**src/rtl/sum_game_pkg.sv**
```systemverilog
// Shared definitions for the sum game core: FSM state codes, display codes
// and a ceiling-log2 helper for sizing counters from parameters.
package sum_game_pkg;

  typedef enum logic [2:0] {
    ST_IDLE      = 3'd0,
    ST_SHOW      = 3'd1,
    ST_WAIT_IN   = 3'd2,
    ST_RESULT    = 3'd3,
    ST_COUNTDOWN = 3'd4,
    ST_WIN       = 3'd5,
    ST_LOSE      = 3'd6
  } game_state_t;

  localparam logic [7:0] PASS_CODE = 8'd11;
  localparam logic [7:0] WIN_CODE  = 8'd99;

  // Smallest bit count (at least 1) whose range 0..2^n-1 covers values < v.
  function automatic int clog2(input int unsigned v);
    int r;
    r = 1;
    while ((32'd1 << r) < v) r++;
    return r;
  endfunction

endpackage

```
**src/rtl/sum_game_core_bin2bcd_99.sv**
```systemverilog
// Two-digit binary to BCD conversion; inputs above 99 display as 99.
module bin2bcd_99 (
  input  logic [7:0] bin,
  output logic [3:0] tens,
  output logic [3:0] units
);

  logic [7:0] sat;

  // Saturate then split into decimal digits.
  always_comb begin
    sat   = (bin > 8'd99) ? 8'd99 : bin;
    tens  = 4'(sat / 8'd10);
    units = 4'(sat % 8'd10);
  end

endmodule

```
**src/rtl/sum_game_core.sv**
```systemverilog
// Mental-arithmetic game core: shows NUM_TERMS LFSR terms per round, takes the
// player's sum with a submit strobe, and walks NUM_LEVELS levels of shrinking
// display time with a countdown between levels.
module sum_game_core
  import sum_game_pkg::*;
#(
  parameter int               RND_W        = 5,
  parameter logic [RND_W-1:0] LFSR_TAPS    = 5'b10100,
  parameter logic [RND_W-1:0] LFSR_SEED    = 5'b10101,
  parameter int               NUM_TERMS    = 3,
  parameter int               NUM_LEVELS   = 4,
  parameter int               BASE_TICKS   = 6,
  parameter int               TICK_STEP    = 2,
  parameter int               MIN_TICKS    = 2,
  parameter int               INPUT_TICKS  = 10,
  parameter int               RESULT_TICKS = 5,
  parameter int               CD_START     = 3,
  parameter int               SW_W         = 8
) (
  input  logic            clk,
  input  logic            rst_n,
  input  logic            tick,
  input  logic            start,
  input  logic            submit,
  input  logic [SW_W-1:0] switch,
  output logic [7:0]      disp_bin,
  output logic [3:0]      bcd_tens,
  output logic [3:0]      bcd_units,
  output logic [6:0]      led,
  output logic [2:0]      level,
  output logic [7:0]      score,
  output logic [2:0]      state_o
);

  localparam int SUM_W   = SW_W;
  localparam int T_MAX1  = (BASE_TICKS > INPUT_TICKS) ? BASE_TICKS : INPUT_TICKS;
  localparam int T_MAX2  = (RESULT_TICKS > MIN_TICKS) ? RESULT_TICKS : MIN_TICKS;
  localparam int T_MAX   = (T_MAX1 > T_MAX2) ? T_MAX1 : T_MAX2;
  localparam int TMR_W   = clog2(T_MAX + 1);
  localparam int TI_W    = clog2(NUM_TERMS);
  localparam int CD_W    = clog2(CD_START + 1);
  localparam int FULL_W  = RND_W + 2;
  localparam logic [RND_W-1:0] SEED_EFF = (LFSR_SEED == '0) ? RND_W'(1) : LFSR_SEED;

  game_state_t       state;
  logic [RND_W-1:0]  lfsr;
  logic [RND_W-1:0]  lfsr_next;
  logic              fb;
  logic [SUM_W-1:0]  acc;
  logic [TMR_W-1:0]  timer;
  logic [TMR_W-1:0]  term_last;
  logic [TI_W-1:0]   term_idx;
  logic [CD_W-1:0]   cd;
  logic [CD_W-1:0]   cd_dec;
  logic              pass;
  logic [7:0]        term_disp;
  logic [7:0]        cd_dec_disp;
  logic [7:0]        cd_start_disp;
  logic [FULL_W-1:0] term_full;
  logic [6:0]        term_led;
  logic [7:0]        score_inc;

  function automatic logic [7:0] to_disp(input logic [31:0] v);
    return (v > 32'd99) ? 8'd99 : v[7:0];
  endfunction

  // LFSR feedback, next term value and derived display/LED images.
  always_comb begin
    fb            = ^(lfsr & LFSR_TAPS);
    lfsr_next     = {lfsr[RND_W-2:0], fb};
    term_disp     = to_disp(32'(lfsr));
    term_full     = {lfsr, 2'b00};
    cd_dec        = cd - CD_W'(1);
    cd_dec_disp   = to_disp(32'(cd_dec));
    cd_start_disp = to_disp(32'(CD_START));
    score_inc     = (score == 8'hFF) ? score : score + 8'd1;
  end

  // Term display period for the current level, as the last timer value.
  always_comb begin
    int p;
    p = BASE_TICKS - int'(level) * TICK_STEP;
    if (p < MIN_TICKS) p = MIN_TICKS;
    term_last = TMR_W'(p - 1);
  end

  // Term shown on the LEDs MSB-aligned; extra LSBs are dropped or zero padded.
  if (FULL_W >= 7) begin : g_led_trunc
    assign term_led = term_full[FULL_W-1 -: 7];
  end else begin : g_led_pad
    assign term_led = {term_full, (7 - FULL_W)'(0)};
  end

  assign state_o = state;

  // Game FSM with registered display, LED, level and score outputs.
  // Entry into SHOW (from IDLE, COUNTDOWN, WIN, LOSE) loads the first term
  // on the transition edge, so the first term is visible one cycle after start.
  always_ff @(posedge clk or negedge rst_n) begin
    if (!rst_n) begin
      state    <= ST_IDLE;
      lfsr     <= SEED_EFF;
      level    <= '0;
      score    <= '0;
      disp_bin <= '0;
      led      <= '0;
      acc      <= '0;
      timer    <= '0;
      term_idx <= '0;
      cd       <= '0;
      pass     <= 1'b0;
    end else begin
      case (state)
        ST_IDLE: begin
          if (start) begin
            state    <= ST_SHOW;
            term_idx <= '0;
            timer    <= '0;
            acc      <= SUM_W'(lfsr);
            disp_bin <= term_disp;
            led      <= term_led;
            lfsr     <= lfsr_next;
          end
        end

        ST_SHOW: begin
          if (tick) begin
            if (timer == term_last) begin
              timer <= '0;
              if (term_idx == TI_W'(NUM_TERMS - 1)) begin
                state    <= ST_WAIT_IN;
                disp_bin <= '0;
                led      <= '0;
              end else begin
                term_idx <= term_idx + TI_W'(1);
                acc      <= acc + SUM_W'(lfsr);
                disp_bin <= term_disp;
                led      <= term_led;
                lfsr     <= lfsr_next;
              end
            end else begin
              timer <= timer + TMR_W'(1);
            end
          end
        end

        ST_WAIT_IN: begin
          // submit takes priority over a coincident tick
          if (submit) begin
            state <= ST_RESULT;
            timer <= '0;
            pass  <= (switch == acc);
            if (switch == acc) begin
              disp_bin <= PASS_CODE;
              score    <= score_inc;
            end else begin
              disp_bin <= '0;
            end
          end else if (tick) begin
            if (timer == TMR_W'(INPUT_TICKS - 1)) begin
              state    <= ST_RESULT;
              timer    <= '0;
              pass     <= 1'b0;
              disp_bin <= '0;
            end else begin
              timer <= timer + TMR_W'(1);
            end
          end
        end

        ST_RESULT: begin
          if (tick) begin
            if (timer == TMR_W'(RESULT_TICKS - 1)) begin
              timer <= '0;
              if (!pass) begin
                state    <= ST_LOSE;
                disp_bin <= '0;
              end else if (level == 3'(NUM_LEVELS - 1)) begin
                state    <= ST_WIN;
                disp_bin <= WIN_CODE;
                led      <= '1;
              end else begin
                state    <= ST_COUNTDOWN;
                cd       <= CD_W'(CD_START);
                disp_bin <= cd_start_disp;
              end
            end else begin
              timer <= timer + TMR_W'(1);
            end
          end
        end

        ST_COUNTDOWN: begin
          if (tick) begin
            if (cd <= CD_W'(1)) begin
              state    <= ST_SHOW;
              level    <= level + 3'd1;
              term_idx <= '0;
              timer    <= '0;
              acc      <= SUM_W'(lfsr);
              disp_bin <= term_disp;
              led      <= term_led;
              lfsr     <= lfsr_next;
            end else begin
              cd       <= cd_dec;
              disp_bin <= cd_dec_disp;
            end
          end
        end

        ST_WIN, ST_LOSE: begin
          if (start) begin
            state    <= ST_SHOW;
            level    <= '0;
            score    <= '0;
            term_idx <= '0;
            timer    <= '0;
            acc      <= SUM_W'(lfsr);
            disp_bin <= term_disp;
            led      <= term_led;
            lfsr     <= lfsr_next;
          end
        end

        default: state <= ST_IDLE;
      endcase
    end
  end

  bin2bcd_99 u_bcd (
    .bin   (disp_bin),
    .tens  (bcd_tens),
    .units (bcd_units)
  );

endmodule

```
**config.mk**
```make
export PLATFORM = sky130hd
export DESIGN_NAME = sum_game_core
export DESIGN_NICKNAME = d
export VERILOG_FILES = /design/src/rtl/sum_game_pkg.sv /design/src/rtl/sum_game_core_bin2bcd_99.sv /design/src/rtl/sum_game_core.sv
export SDC_FILE = /design/constraint.sdc
export NUM_CORES = 1
export LEC_CHECK = 0
export ABC_AREA = 0
export ABC_CLOCK_PERIOD_IN_PS = 3700
export CAP_MARGIN = 0
export CORE_ASPECT_RATIO = 0.8
export CORE_MARGIN = 8
export CORE_UTILIZATION = 31
export CTS_CLUSTER_SIZE = 25
export DETAILED_ROUTE_END_ITERATION = 12
export PLACE_DENSITY_LB_ADDON = 0.2
export SETUP_SLACK_MARGIN = 0.02
export SLEW_MARGIN = 20
export SYNTH_ARGS = -nofsm -noshare
export SYNTH_HDL_FRONTEND = slang
export SYNTH_HIERARCHICAL = 1
export SYNTH_SLANG_ARGS = --single-unit
```
**constraint.sdc**
```tcl
create_clock -name clk -period 3.7 [get_ports clk]
set_clock_uncertainty 0.15 [all_clocks]
set_input_delay 0.555 -clock clk [delete_from_list [all_inputs] [get_ports clk]]
set_output_delay 0.555 -clock clk [all_outputs]
set_load 0.02 [all_outputs]
```
# Word-level counts from Yosys, hierarchy flattened
# Index checks and enable logic that the tools add are counted.
totals:
  word_cells: 169
  out_inout_bits: 37
  register_bits: 51
  input_bits: 13
op_classes:
  n_lt_le_gt_ge: 3
  n_addsub: 8
  mux: 92
  n_div: 2
  n_reduce_logical: 21
  n_eq_ne: 32
ops:
  columns: ["cell", "count"]
  rows:
  - ["$mux 8", 19]
  - ["$mux 7", 12]
  - ["$mux 4", 12]
  - ["$mux 3", 14]
  - ["$mux 5", 8]
  - ["$pmux 8 s5", 1]
  - ["$ne 2x2->1 const B", 16]
  - ["$pmux 7 s4", 1]
  - ["$mux 2", 13]
  - ["$pmux 8 s3", 1]
  - ["$reduce_and 7->1", 3]
  - ["$pmux 4 s5", 1]
  - ["$reduce_and 10->1", 2]
  - ["$pmux 8 s2", 1]
  - ["$pmux 3 s5", 1]
  - ["$pmux 5 s3", 1]
  - ["$reduce_bool 2->1", 5]
  - ["$eq 3x2->1 const B", 3]
  - ["$eq 3x3->1 const B", 3]
  - ["$reduce_and 9->1", 1]
  - ["$add 8x1->8 const B", 1]
  - ["$add 8x5->8", 1]
  - ["$div 8x4->8 const B", 1]
  - ["$eq 8x8->1", 1]
  - ["32 further kinds", 36]

# Depth between registers and ports, before layout
# Gate-level depths: netlist of run 1.
depth:
  word_depth: 8
  depth_mapped: 10

# Modules after synthesis
# The synthesis of run 1 kept the hierarchy.
by_module_without_submodules:
  columns: ["module", "cells_each", "area_per_inst_um2", "seq_area_each_um2", "n_inst"]
  rows:
  - ["sum_game_core", 369, 3199.3, 1204.9, 1]
  - ["bin2bcd_99", 67, 486.7, 0.0, 1]

# Worst setup path after synthesis of run 1
# Ideal clock, no wire load.
synth_timing:
  path_kind: "register to register"
  startpoint: "reg level[0]"
  endpoint: "reg disp_bin[1]"
  period_less_slack_ps: 3040
  arrival_time_ps: 2765
  setup_ps: 125
  stages_incl_launch_ff: 11
  n_path_buf: 1
  path_slack_ps: 660
  cell_sequence: "dfrtp_1 ha_1 inv_1 ha_1 nand2_1 xnor3_1 a311o_1 a211o_1 or2_1 buf_6 mux2_4"
synth_between:
  elab_chain_len: 7
synth_rtl:
  columns: ["element", "line_no", "rtl"]
  rows:
  - ["start, declared", "sum_game_core.sv:30", "output logic [2:0] level,"]
  - ["start signal, assigned", "sum_game_core.sv:197", "level <= level + 3'd1;"]
  - ["$sub 3x4->5 (*)", "sum_game_core.sv:82", "p = BASE_TICKS - int'(level) * TICK_STEP;"]
  - ["$lt 5x3->1", "sum_game_core.sv:83", "if (p < MIN_TICKS) p = MIN_TICKS;"]
  - ["$mux 4 (*)", "sum_game_core.sv:83", null]
  - ["$sub 4x2->4 (*)", "sum_game_core.sv:84", "term_last = TMR_W'(p - 1);"]
  - ["$eq 4x4->1 (*)", "sum_game_core.sv:128", "if (timer == term_last) begin"]
  - ["$ne 2x2->1 (no line) (*)", null, null]
  - ["$reduce_and 9->1 (no line) (*)", null, null]
  - ["end signal, assigned", "sum_game_core.sv:120", "disp_bin <= term_disp;"]
  - ["end signal, assigned", "sum_game_core.sv:137", "disp_bin <= term_disp;"]
  - ["end signal, assigned", "sum_game_core.sv:185", "disp_bin <= cd_start_disp;"]
  - ["end, declared", "sum_game_core.sv:26", "output logic [7:0] disp_bin,"]
# Every way passes the cells marked *; elsewhere a longest branch is shown, timed or not.
# A chain may end at the register's enable or synchronous reset.

# Final worst setup path of run 1
layout_timing:
  startpoint: "reg disp_bin[5]"
  endpoint: "out bcd_units[2]"
layout_between:
  elab_chain_len: 3
layout_rtl:
  columns: ["element", "line_no", "rtl"]
  rows:
  - ["$gt 8x7->1", "sum_game_core_bin2bcd_99.sv:12", "sat = (bin > 8'd99) ? 8'd99 : bin;"]
  - ["$mux 8 (*)", "sum_game_core_bin2bcd_99.sv:12", null]
  - ["$mod 8x4->8 (*)", "sum_game_core_bin2bcd_99.sv:14", "units = 4'(sat % 8'd10);"]
  - ["end, declared", "sum_game_core.sv:28", "output logic [3:0] bcd_units,"]
# Marked as above.

==> reports/qor.yml, run 1 <==
yosys_warnings: 6
synth_xor_area_share_pct: 4.89
cts-root-buf: "clkbuf_16"
leakage_nw: 1.89
pwr-share-clk_pct: 15.6
layout.nets: 516
finalWirelength_mm: 9.57
max_clock_freq_mhz: 284
required_ns: 2.99
synth_enable_flop_cells: 0
drc: 0
wire_per_inst_um: 15.1
final_common_cell: "clkdlybuf4s50_1"
peakVddDrop_mv: 0.333
clk_latency_ns: 0.29
synth_cells: 436
switchingPower_w: 0.00157
drive_gt1_share_pct: 10.5
io_buffers: 48
grt_pass1_vias: 3025
initialDrtViolationCount: 218
cp_max_fo: 12
grt_pass1_wl_mm: 15.9
cts-hold-fix-buffers: 0
internal-power_w: 0.00197
synthSimpleGateAreaFrac_pct: 20.9
final_cell_mix: "clkdlybuf4s50_1 (47), nand2_1 (43), dfrtp_1 (43)"
final_hold_viol_count: 0
worst_slack_ns: 0.184
worst_ep_arrival_time_ns: 2.81
routabilityCongestion: 0.831
finalMaxSlewViolations: 0
core-area_um2: 11600
rsz0062_at_grt: "false"
combPwrFrac_pct: 57.4
drtPass1Iterations: 5
diodes: 0
grtUsageTotal_pct: 12.4
clkTransAtPathRegs_ns: 0.07
cts_max_path_buffers: 2
ys_seq_area_share_pct: 32.7
crit_type: "register to output pin"
worst_slew_pin_slew_ns: 0.824
drtAntennaViolNets: 0
ys_seq_elements: 48
post-route-min-period_ns: 3.52
switching_share_pct: 44.3
worstSetupEndpointType: "output pin"
floorplan.initialDensity_pct: 31.9
post-dp-hpwl_mm: 7.26
die_h_um: 114
min_period_over_period_pct: 95.0
path_cells: "buf_4 -> nand2b_1 -> or3b_1 -> a21o_2 -> o21ai_2 -> mux2i_1 -> clkdlybuf4s50_1"
grt_max_degree: 35
synth_compound_area_share_pct: 23.1
status: "complete, no violations"
slew_headroom_pct: 44.5
cts.sinks: 48
slowest_stage: "clkdlybuf4s50_1"
yosysUniqueCellTypes: 75
fillerInstances: 1199
setup_viol: 0
preCtsSetupSlack_ns: 0.353
synth_ff_type: "dfrtp_1"
slowest_delay_ns: 0.62
worst_path_dominant_cell_family: "buffers and inverters"
power_density_nw_per_um2: 784
synth_mux_area_share_pct: 5.60
gr-total-overflow: 0
vias: 3281
hold_class: "input port to async pin"
synthAdderAreaFrac_pct: 5.91
dieWidth_um: 138
postSynthAreaPerCell_um2: 8.45
io_pins: 50
h-tree-depth: 2
syn_area_um2: 3690
rows: 35
drv_cap: 0
vias_per_cell: 5.16
cts-buffers-inserted: 5
critPathBufInv: 2
finalSetupTns_ns: 0
startpoint_type: "register"
synthArstFlopShare_pct: 100
seqPwrFrac_pct: 27.0
antenna_found_initial: 0
synth_top_family_by_area: "compound AO/OA/AOI/OAI gates"
area_growth_pct: 22.5
cts_tree: "done"
fp.dieArea_um2: 15700
## registers in the layout, summed over array words and instances, names as in the netlist
signal and flops:
acc 8, score 8, disp_bin 6, led 6, lfsr 5, timer 4
level 3, state_o 3, cd 2, term_idx 2, pass 1
## synth_stat cells (all sizes together) (4+ instances only)
cell type  number  area (um2)
a21o            4        31.3
a21oi          27         135
and3            4        25.0
buf            13         104
clkbuf          9        33.8
dfrtp          45        1130
ha             15         188
inv            30         113
mux2            7        86.3
mux2i          12         120
nand2          43         161
nand2b         14        87.6
nand3          18        90.1
nand4           5        31.3
nor2           30         115
nor2b           7        43.8
nor3            7        35.0
o211ai          4        35.0
o21a            4        30.0
o21ai          39         199
o22ai           4        25.0
o31ai          10        75.1
or3             5        31.3
xnor2          11        96.3
xor2            7        61.3
## final cells by class
cell class,instances,area (um2),share of cell area (%)
Multi-Input combinational cell,341,2250,49.9
Sequential cell,48,1210,26.7
Timing Repair Buffer,61,573,12.7
Tap cell,148,185,4.10
Clock buffer,7,153,3.38
Inverter,30,113,2.49
Clock inverter,1,30.0,0.665
## power by group through the flow
stage | Clock (W) | Sequential (W) | Combinational, W
2_1_floorplan | 0 | 0.000951 | 0.00145
4_1_cts | 0.000572 | 0.000953 | 0.00204
5_1_grt | 0.000593 | 0.000991 | 0.00226
3_3_place_gp | 0 | 0.000958 | 0.00200
3_5_place_dp | 0 | 0.000960 | 0.00203
6_report | 0.000552 | 0.000954 | 0.00203
## path summary, 6_finish.rpt
check,from,to,slack [ns],cells after the start
max,disp_bin[5],bcd_units[2],0.18,7
min,rst_n,score[0],0.20,1
max reg2reg,level[0],disp_bin[1],0.56,9
min reg2reg,acc[7],acc[7],0.35,1
max in group asynchronous,rst_n,led[3],2.47,2
min in group clk,acc[7],acc[7],0.35,1
## per-layer routing
| layer | GRT usage, % | part of all wire [%] | up-vias |
|---|---|---|---|
| li1 | - | - | 1662 |
| met1 | 18.0 | 51 | 1534 |
| met2 | 18.0 | 42 | 75 |
| met3 | 2.94 | 5.3 | 10 |
| met4 | 2.43 | 1.1 | 0 |
| met5 | 0 | 0 | - |
## cells by family (layout without fill, tap and decap cells)
group,count (synthesis),after routing
other cells,1,6
compound gates,128,128
fa+ha+maj,17,17
mux,19,19
simple gates,152,152
buf+inv,52,99
flops,48,48
xor+xnor,19,19
## metrics by stage
step | power (W) | util [%] | instance area, um2 | instances | hold WS (ns)
after floorplan | 0.00240 | - | 3700 | 441 | 0.109
after global placement | 0.00296 | 37.3 | 4310 | 626 | 0.336
after detailed placement | 0.00299 | 37.3 | 4310 | 626 | 0.341
after CTS | 0.00356 | 38.9 | 4490 | 634 | 0.237
after global routing | 0.00385 | 39.1 | 4520 | 636 | 0.265
final | 0.00354 | 39.1 | 4520 | 636 | 0.205
## timing repair
action | CTS | global route
setup endpoints to repair | 0 | 3
gates resized for setup | 0 | 3
buffers inserted | 0 | 2
## worst register-to-register path, cell delays in order, from the launching register on
cell and delay [ns]:
dfrtp_1 0.45, ha_1 0.25, inv_1 0.06, ha_1 0.20, nand2_1 0.09, xnor3_1 0.34
a311o_1 0.39, a211o_1 0.42, or2_1 0.36, mux2_4 0.32
No activity file was read; power rests on OpenSTA's default activity.
==> run 2, diff against run 1 <==
Settings changed: CAP_MARGIN 0 to 20, CTS_CLUSTER_DIAMETER from default to 200.
==> results of run 2 <==
Same layout as run 1: the final DEF is identical, and so are final timing and power.
